`config.mk`:
```
export PLATFORM = sky130hd
export DESIGN_NAME = mem_stall_ctrl
export DESIGN_NICKNAME = d
export VERILOG_FILES = /design/src/rtl/mem_stall_ctrl.sv
export SDC_FILE = /design/constraint.sdc
export NUM_CORES = 1
export LEC_CHECK = 0
export CAP_MARGIN = 10
export CORE_UTILIZATION = 50
export CTS_CLUSTER_DIAMETER = 100
export DETAILED_ROUTE_END_ITERATION = 16
export PLACE_DENSITY_LB_ADDON = 0.12
export REMOVE_ABC_BUFFERS = 1
export SLEW_MARGIN = 25
export SYNTH_ARGS = -nofsm -noshare
export SYNTH_HDL_FRONTEND = slang
export SYNTH_SLANG_ARGS = --single-unit
```
`constraint.sdc`:
```
create_clock -name clk -period 3.7 [get_ports clk]
set_input_delay 0.74 -clock clk [delete_from_list [all_inputs] [get_ports clk]]
set_output_delay 0.74 -clock clk [all_outputs]
set_load 0.005 [all_outputs]
```
`src/rtl/mem_stall_ctrl.sv`:
```
// -----------------------------------------------------------------------------
// mem_stall_ctrl
//   Direct-mapped, write-back, write-allocate cache controller with one 16-bit
//   word per line. It holds the pipeline with Stall while a request misses and
//   the dirty victim is written back and/or the new line is filled from the
//   backing memory.
//
// Parameters
//   IDX_W      cache index bits (2**IDX_W lines)
//
// Ports
//   clk        system clock, rising edge
//   rst        asynchronous reset, active low
//   Rd, Wr     pipeline read / write request (exactly one at a time)
//   Addr       byte address (bit 0 must be 0), index Addr[IDX_W:1]
//   DataIn     write data
//   DataOut    read data, non-zero only in the Done cycle of a read
//   Done       one-cycle completion pulse
//   Stall      hold request to the pipeline
//   CacheHit   with Done: the request finished without a miss
//   Err        one-cycle pulse on an illegal request
//   mem_req    backing-memory request, mem_wr gives the direction
//   mem_addr   backing-memory word address, mem_wdata write data
//   mem_ack    backing-memory completion pulse, mem_rdata read data
//   stall_cnt  saturating count of stalled cycles (only with MEM_STALL_CNT_EN)
//
// Build option
//   MEM_STALL_CNT_EN  adds the stall_cnt port and its counter.
// -----------------------------------------------------------------------------
module mem_stall_ctrl #(
  parameter int IDX_W = 3
) (
  input  logic        clk,
  input  logic        rst,
  input  logic        Rd,
  input  logic        Wr,
  input  logic [15:0] Addr,
  input  logic [15:0] DataIn,
  output logic [15:0] DataOut,
  output logic        Done,
  output logic        Stall,
  output logic        CacheHit,
  output logic        Err,
  output logic        mem_req,
  output logic        mem_wr,
  output logic [15:0] mem_addr,
  output logic [15:0] mem_wdata,
  input  logic        mem_ack,
  input  logic [15:0] mem_rdata
`ifdef MEM_STALL_CNT_EN
  ,
  output logic [15:0] stall_cnt
`endif
);

  localparam int LINES = 1 << IDX_W;
  localparam int TAG_W = 15 - IDX_W;

  typedef enum logic [1:0] {IDLE, COMPARE, WB, FILL} state_t;

  state_t            state;
  logic              req_rd;
  logic              req_wr;
  logic [14:0]       req_addr;   // latched Addr[15:1]
  logic [15:0]       req_data;
  logic              missed;     // a WB or FILL happened for this request

  logic [LINES-1:0]  valid;
  logic [LINES-1:0]  dirty;
  logic [TAG_W-1:0]  tag_arr  [LINES];
  logic [15:0]       data_arr [LINES];

  logic [IDX_W-1:0]  idx;
  logic [TAG_W-1:0]  req_tag;
  logic              hit;
  logic              legal;
  logic              illegal;

  assign idx     = req_addr[IDX_W-1:0];
  assign req_tag = req_addr[14:IDX_W];
  assign hit     = valid[idx] && (tag_arr[idx] == req_tag);
  assign legal   = (Rd ^ Wr) && !Addr[0];
  assign illegal = (Rd || Wr) && !legal;

  // Outputs are decoded from the registered state; only the IDLE-cycle Stall
  // and Err look at the live request, and those are gated by reset so every
  // output reads zero while rst is low.
  always_comb begin
    // NOTE: every output gets a default first so no path leaves one unassigned
    // (which would infer a latch).
    DataOut   = '0;
    Done      = 1'b0;
    Stall     = 1'b0;
    CacheHit  = 1'b0;
    Err       = 1'b0;
    mem_req   = 1'b0;
    mem_wr    = 1'b0;
    mem_addr  = '0;
    mem_wdata = '0;
    unique case (state)
      IDLE: begin
        if (rst) begin
          Stall = legal;
          Err   = illegal;
        end
      end
      COMPARE: begin
        if (hit) begin
          Done     = 1'b1;
          CacheHit = !missed;
          if (req_rd) DataOut = data_arr[idx];
        end else begin
          Stall = 1'b1;
        end
      end
      WB: begin
        Stall     = 1'b1;
        mem_req   = 1'b1;
        mem_wr    = 1'b1;
        mem_addr  = {tag_arr[idx], idx, 1'b0};
        mem_wdata = data_arr[idx];
      end
      FILL: begin
        Stall    = 1'b1;
        mem_req  = 1'b1;
        mem_addr = {req_addr, 1'b0};
      end
      default: ;
    endcase
  end

  // Control FSM plus per-line valid/dirty bits.
  always_ff @(posedge clk or negedge rst) begin
    if (!rst) begin
      state    <= IDLE;
      req_rd   <= 1'b0;
      req_wr   <= 1'b0;
      req_addr <= '0;
      req_data <= '0;
      missed   <= 1'b0;
      valid    <= '0;
      dirty    <= '0;
    end else begin
      // NOTE: sequential state uses non-blocking assignments so every register
      // samples the pre-edge values regardless of statement order.
      unique case (state)
        IDLE: begin
          if (legal) begin
            req_rd   <= Rd;
            req_wr   <= Wr;
            req_addr <= Addr[15:1];
            req_data <= DataIn;
            missed   <= 1'b0;
            state    <= COMPARE;
          end
        end
        COMPARE: begin
          if (hit) begin
            if (req_wr) dirty[idx] <= 1'b1;
            state <= IDLE;
          end else begin
            missed <= 1'b1;
            state  <= (valid[idx] && dirty[idx]) ? WB : FILL;
          end
        end
        WB: begin
          if (mem_ack) state <= FILL;
        end
        FILL: begin
          if (mem_ack) begin
            valid[idx] <= 1'b1;
            dirty[idx] <= 1'b0;
            state      <= COMPARE;
          end
        end
        default: state <= IDLE;
      endcase
    end
  end

  // NOTE: tag and data arrays carry no reset; a cleared valid bit makes their
  // contents irrelevant, and leaving them unreset lets them map onto RAM.
  always_ff @(posedge clk) begin
    if (state == COMPARE && hit && req_wr) begin
      data_arr[idx] <= req_data;
    end else if (state == FILL && mem_ack) begin
      data_arr[idx] <= mem_rdata;
      tag_arr[idx]  <= req_tag;
    end
  end

`ifdef MEM_STALL_CNT_EN
  // Counts every edge taken with Stall high; holds at all-ones.
  always_ff @(posedge clk or negedge rst) begin
    if (!rst) begin
      stall_cnt <= '0;
    end else if (Stall && (stall_cnt != 16'hFFFF)) begin
      stall_cnt <= stall_cnt + 16'd1;
    end
  end
`else
  // Stall counter not built.
`endif

endmodule

```
==> metrics.txt <==
Peak VDD IR 0.000394 V; Fmax achieved 238 MHz; area leader, netlist edfxtp_1; core area 0.0228 mm2; die width roughly 160 um; Slew Limit Fails 0; initial antenna violation count 1; gr usage total 26.0%; CP Max Fanout 6; Routed Antenna Nets 0; Worst setup SP type flop; Setup Crit Path Kind reg -> out; Hold Fails Final Rpt 0; Max Cap Viol 0; vias per cell around 5.8; Ports 107; TritonCTS Buffers 28; # H-tree levels 1; vias in the first global route ~8000; Final Cycle Share 114%; layout cells sized above 1 33.8%; Initial DRC Count between 500 and 600; leak pwr approximately 6 nW; nets between 1000 and 1500; CTS tree built; CTS max path bufs 3; drt drc 0; DR vias around 7600; most common cell after layout, fill and taps aside edfxtp_1; Final Wtd Congestion about 0.8; synthesized area around 0.012 mm2; Mapped Cells between 700 and 800; pwr/cell area approximately 840 mW/mm2; Yosys cell types between 60 and 70; failing checks negative setup slack; die area about 0.024 mm2; grt ovf 0; critical path arrival 3460 ps; setup ws final -504 ps; #FFs+latches synth roughly 280; Post-synth EDFFs between 200 and 250; Starting Density a little over 50%; Yosys top cell area share between 50 and 60%; Design Power between 0.01 and 0.015 W; Post-Route WL about 31000 um; clock sinks 276; Critical Path RT slightly below 3000 ps; clock root cell clkbuf_16; Avg WL per Cell around 24 um; Port Buffers 105; post-synthesis sequential area ratio a little under 70%; first-pass GRT wire length around 46000 um; Area contributors post-synth edfxtp_1 57%, dfrtp_1 11%, mux2i_1 4.8%; TNS Setup -8310 ps; RSZ-0062 raised after global routing yes; skew final ~13 ps; # setup viols final 23; Synth Flop Type edfxtp_1; DR pass1 iterations 5; Cell Rows 55; worst min path class in -> async; WHS 6.81 ps; Die Span Y around 160 um; worst skew pair latency 550 ps; commonest cells after routing, fill and taps aside 224 x edfxtp_1, 105 x buf_4, 75 x clkdlybuf4s50_1, 52 x mux2i_1, 49 x dfrtp_1; worst-margin pin slew approximately 780 ps; Rel. slew slack between 40% and 50%; Avg Inst Size Synth 15.7 um2; final cell count without fillers roughly 1300; Final HPWL DP about 19000 um; status finished with violations; Post-CTS Hold Fix Bufs 0; Crit. End Element primary output; Reg clk slew, reported paths around 60 ps; Syn. warnings 0; largest net degree at the start of global routing 50; P&R area growth vs syn 33.0%; post-route minimum period 4200 ps; fraction of registers with async set/reset between 10% and 20%; post-placement cell count ~1200
## state kept, by name, indices dropped and copies added, names as in the netlist, named ones only
signal	flops
missed	1
req_wr	1
req_rd	1
tag_arr	96
req_data	16
state	2
valid	8
data_arr	128
req_addr	15
## worst paths after layout
| check | slack (ps) | endpoint | cells after the start | from |
|---|---|---|---|---|
| setup / recovery | -500 | DataOut[0] | 15 | req_addr[2] |
| hold / removal | 7 | req_addr[7] | 1 | rst |
| setup reg to reg | 140 | data_arr[1][4] | 16 | req_addr[2] |
| hold reg to reg | 470 | valid[3] | 1 | valid[3] |
| max in group asynchronous | 2650 | req_addr[1] | 2 | rst |
| min in group clk | 470 | valid[3] | 1 | valid[3] |
## through the flow
step | worst slack [ps] | instance area, um2 | utilization (%)
after global placement | -259 | 13800 | 60.5
after CTS | -539 | 15300 | 66.9
after floorplan | -2450 | 11500 | -
final | -504 | 15700 | 68.6
after detailed placement | -285 | 13800 | 60.5
after global routing | -617 | 15700 | 68.6
## repair_timing
| action | in CTS | in global routing |
|---|---|---|
| setup buffers | 24 | 24 |
| cloned | 2 | 2 |
| setup endpoints to repair | 162 | 226 |
| pin swaps | 15 | 21 |
| resized for setup | 143 | 33 |
## worst max-delay path: stages (launching register included)
cell	delay, ps
dfrtp_2	460
buf_4	170
nor2_4	60
buf_4	150
a22oi_2	180
buf_4	150
nand4_1	180
a21boi_2	190
buf_4	130
nand4_4	120
nor4b_4	370
buf_4	190
buf_6	90
buf_6	140
and3_4	220
buf_6	100
## synthesized netlist by cell type, types with 2 or more instances
| library cell | count |
|---|---|
| edfxtp_1 | 224 |
| mux2i_1 | 56 |
| dfrtp_1 | 52 |
| nor2_1 | 52 |
| mux2_2 | 42 |
| nand2_1 | 34 |
| a21oi_1 | 24 |
| o21ai_0 | 24 |
| clkbuf_1 | 19 |
| and2_1 | 14 |
| mux4_2 | 14 |
| a221oi_1 | 13 |
| mux2_4 | 13 |
| a22o_1 | 11 |
| nor2b_1 | 11 |
| inv_1 | 10 |
| a22oi_1 | 9 |
| and3_1 | 8 |
| nand2b_1 | 7 |
| o31ai_1 | 7 |
| a221o_1 | 6 |
| buf_4 | 6 |
| buf_6 | 6 |
| ha_1 | 6 |
| nor3_1 | 5 |
| xor2_1 | 5 |
| a211oi_1 | 4 |
| buf_1 | 4 |
| o22ai_1 | 4 |
| xnor2_1 | 4 |
| a21boi_0 | 3 |
| a21o_1 | 3 |
| buf_2 | 3 |
| nand4_1 | 3 |
| o31a_1 | 3 |
| a22oi_2 | 2 |
| clkinv_1 | 2 |
| nand3_1 | 2 |
| nor3b_1 | 2 |
| nor4b_4 | 2 |
| o21bai_1 | 2 |
| o2bb2ai_1 | 2 |
## routing by layer
| metal | routed length, um | vias up | global-route usage (%) |
|---|---|---|---|
| met5 | 0 | - | 0 |
| met4 | 1350 | 0 | 12.7 |
| met3 | 1620 | 72 | 4.28 |
| met2 | 15900 | 264 | 44.6 |
| met1 | 12500 | 3898 | 32.1 |
| li1 | - | 3382 | - |
## logic make-up (layout without fill, tap and decap cells)
logic type / Yosys count / after routing / synth area share, %
XOR/XNOR: 9 / 9 / 0.669
flip-flops: 276 / 276 / 68.1
multiplexers: 126 / 126 / 13.3
buffers and inverters: 52 / 310 / 2.49
adder cells (fa/ha/maj): 6 / 6 / 0.637
AND/OR/NAND/NOR: 148 / 148 / 6.61
other: 1 / 2 / 0.0318
AO/OA/AOI/OAI: 132 / 133 / 8.15
## final cells by class
type / count / area (um2)
timing repair buffer: 246 / 2400
inverter: 12 / 45.0
tap: 313 / 392
antenna: 1 / 2.50
sequential: 276 / 8030
clock buffer: 32 / 726
fill: 1590 / 7170
multi-input combinational: 423 / 3760
clock inverter: 20 / 317
## report_power, final
group	internal, W	leakage, nW	switching, W
logic	0.00270	2.88	0.00274
registers	0.00418	2.63	0.000378
clock network	0.00197	0.503	0.00120
total	0.00884	6.01	0.00432
(Power assumes the default switching activity.)
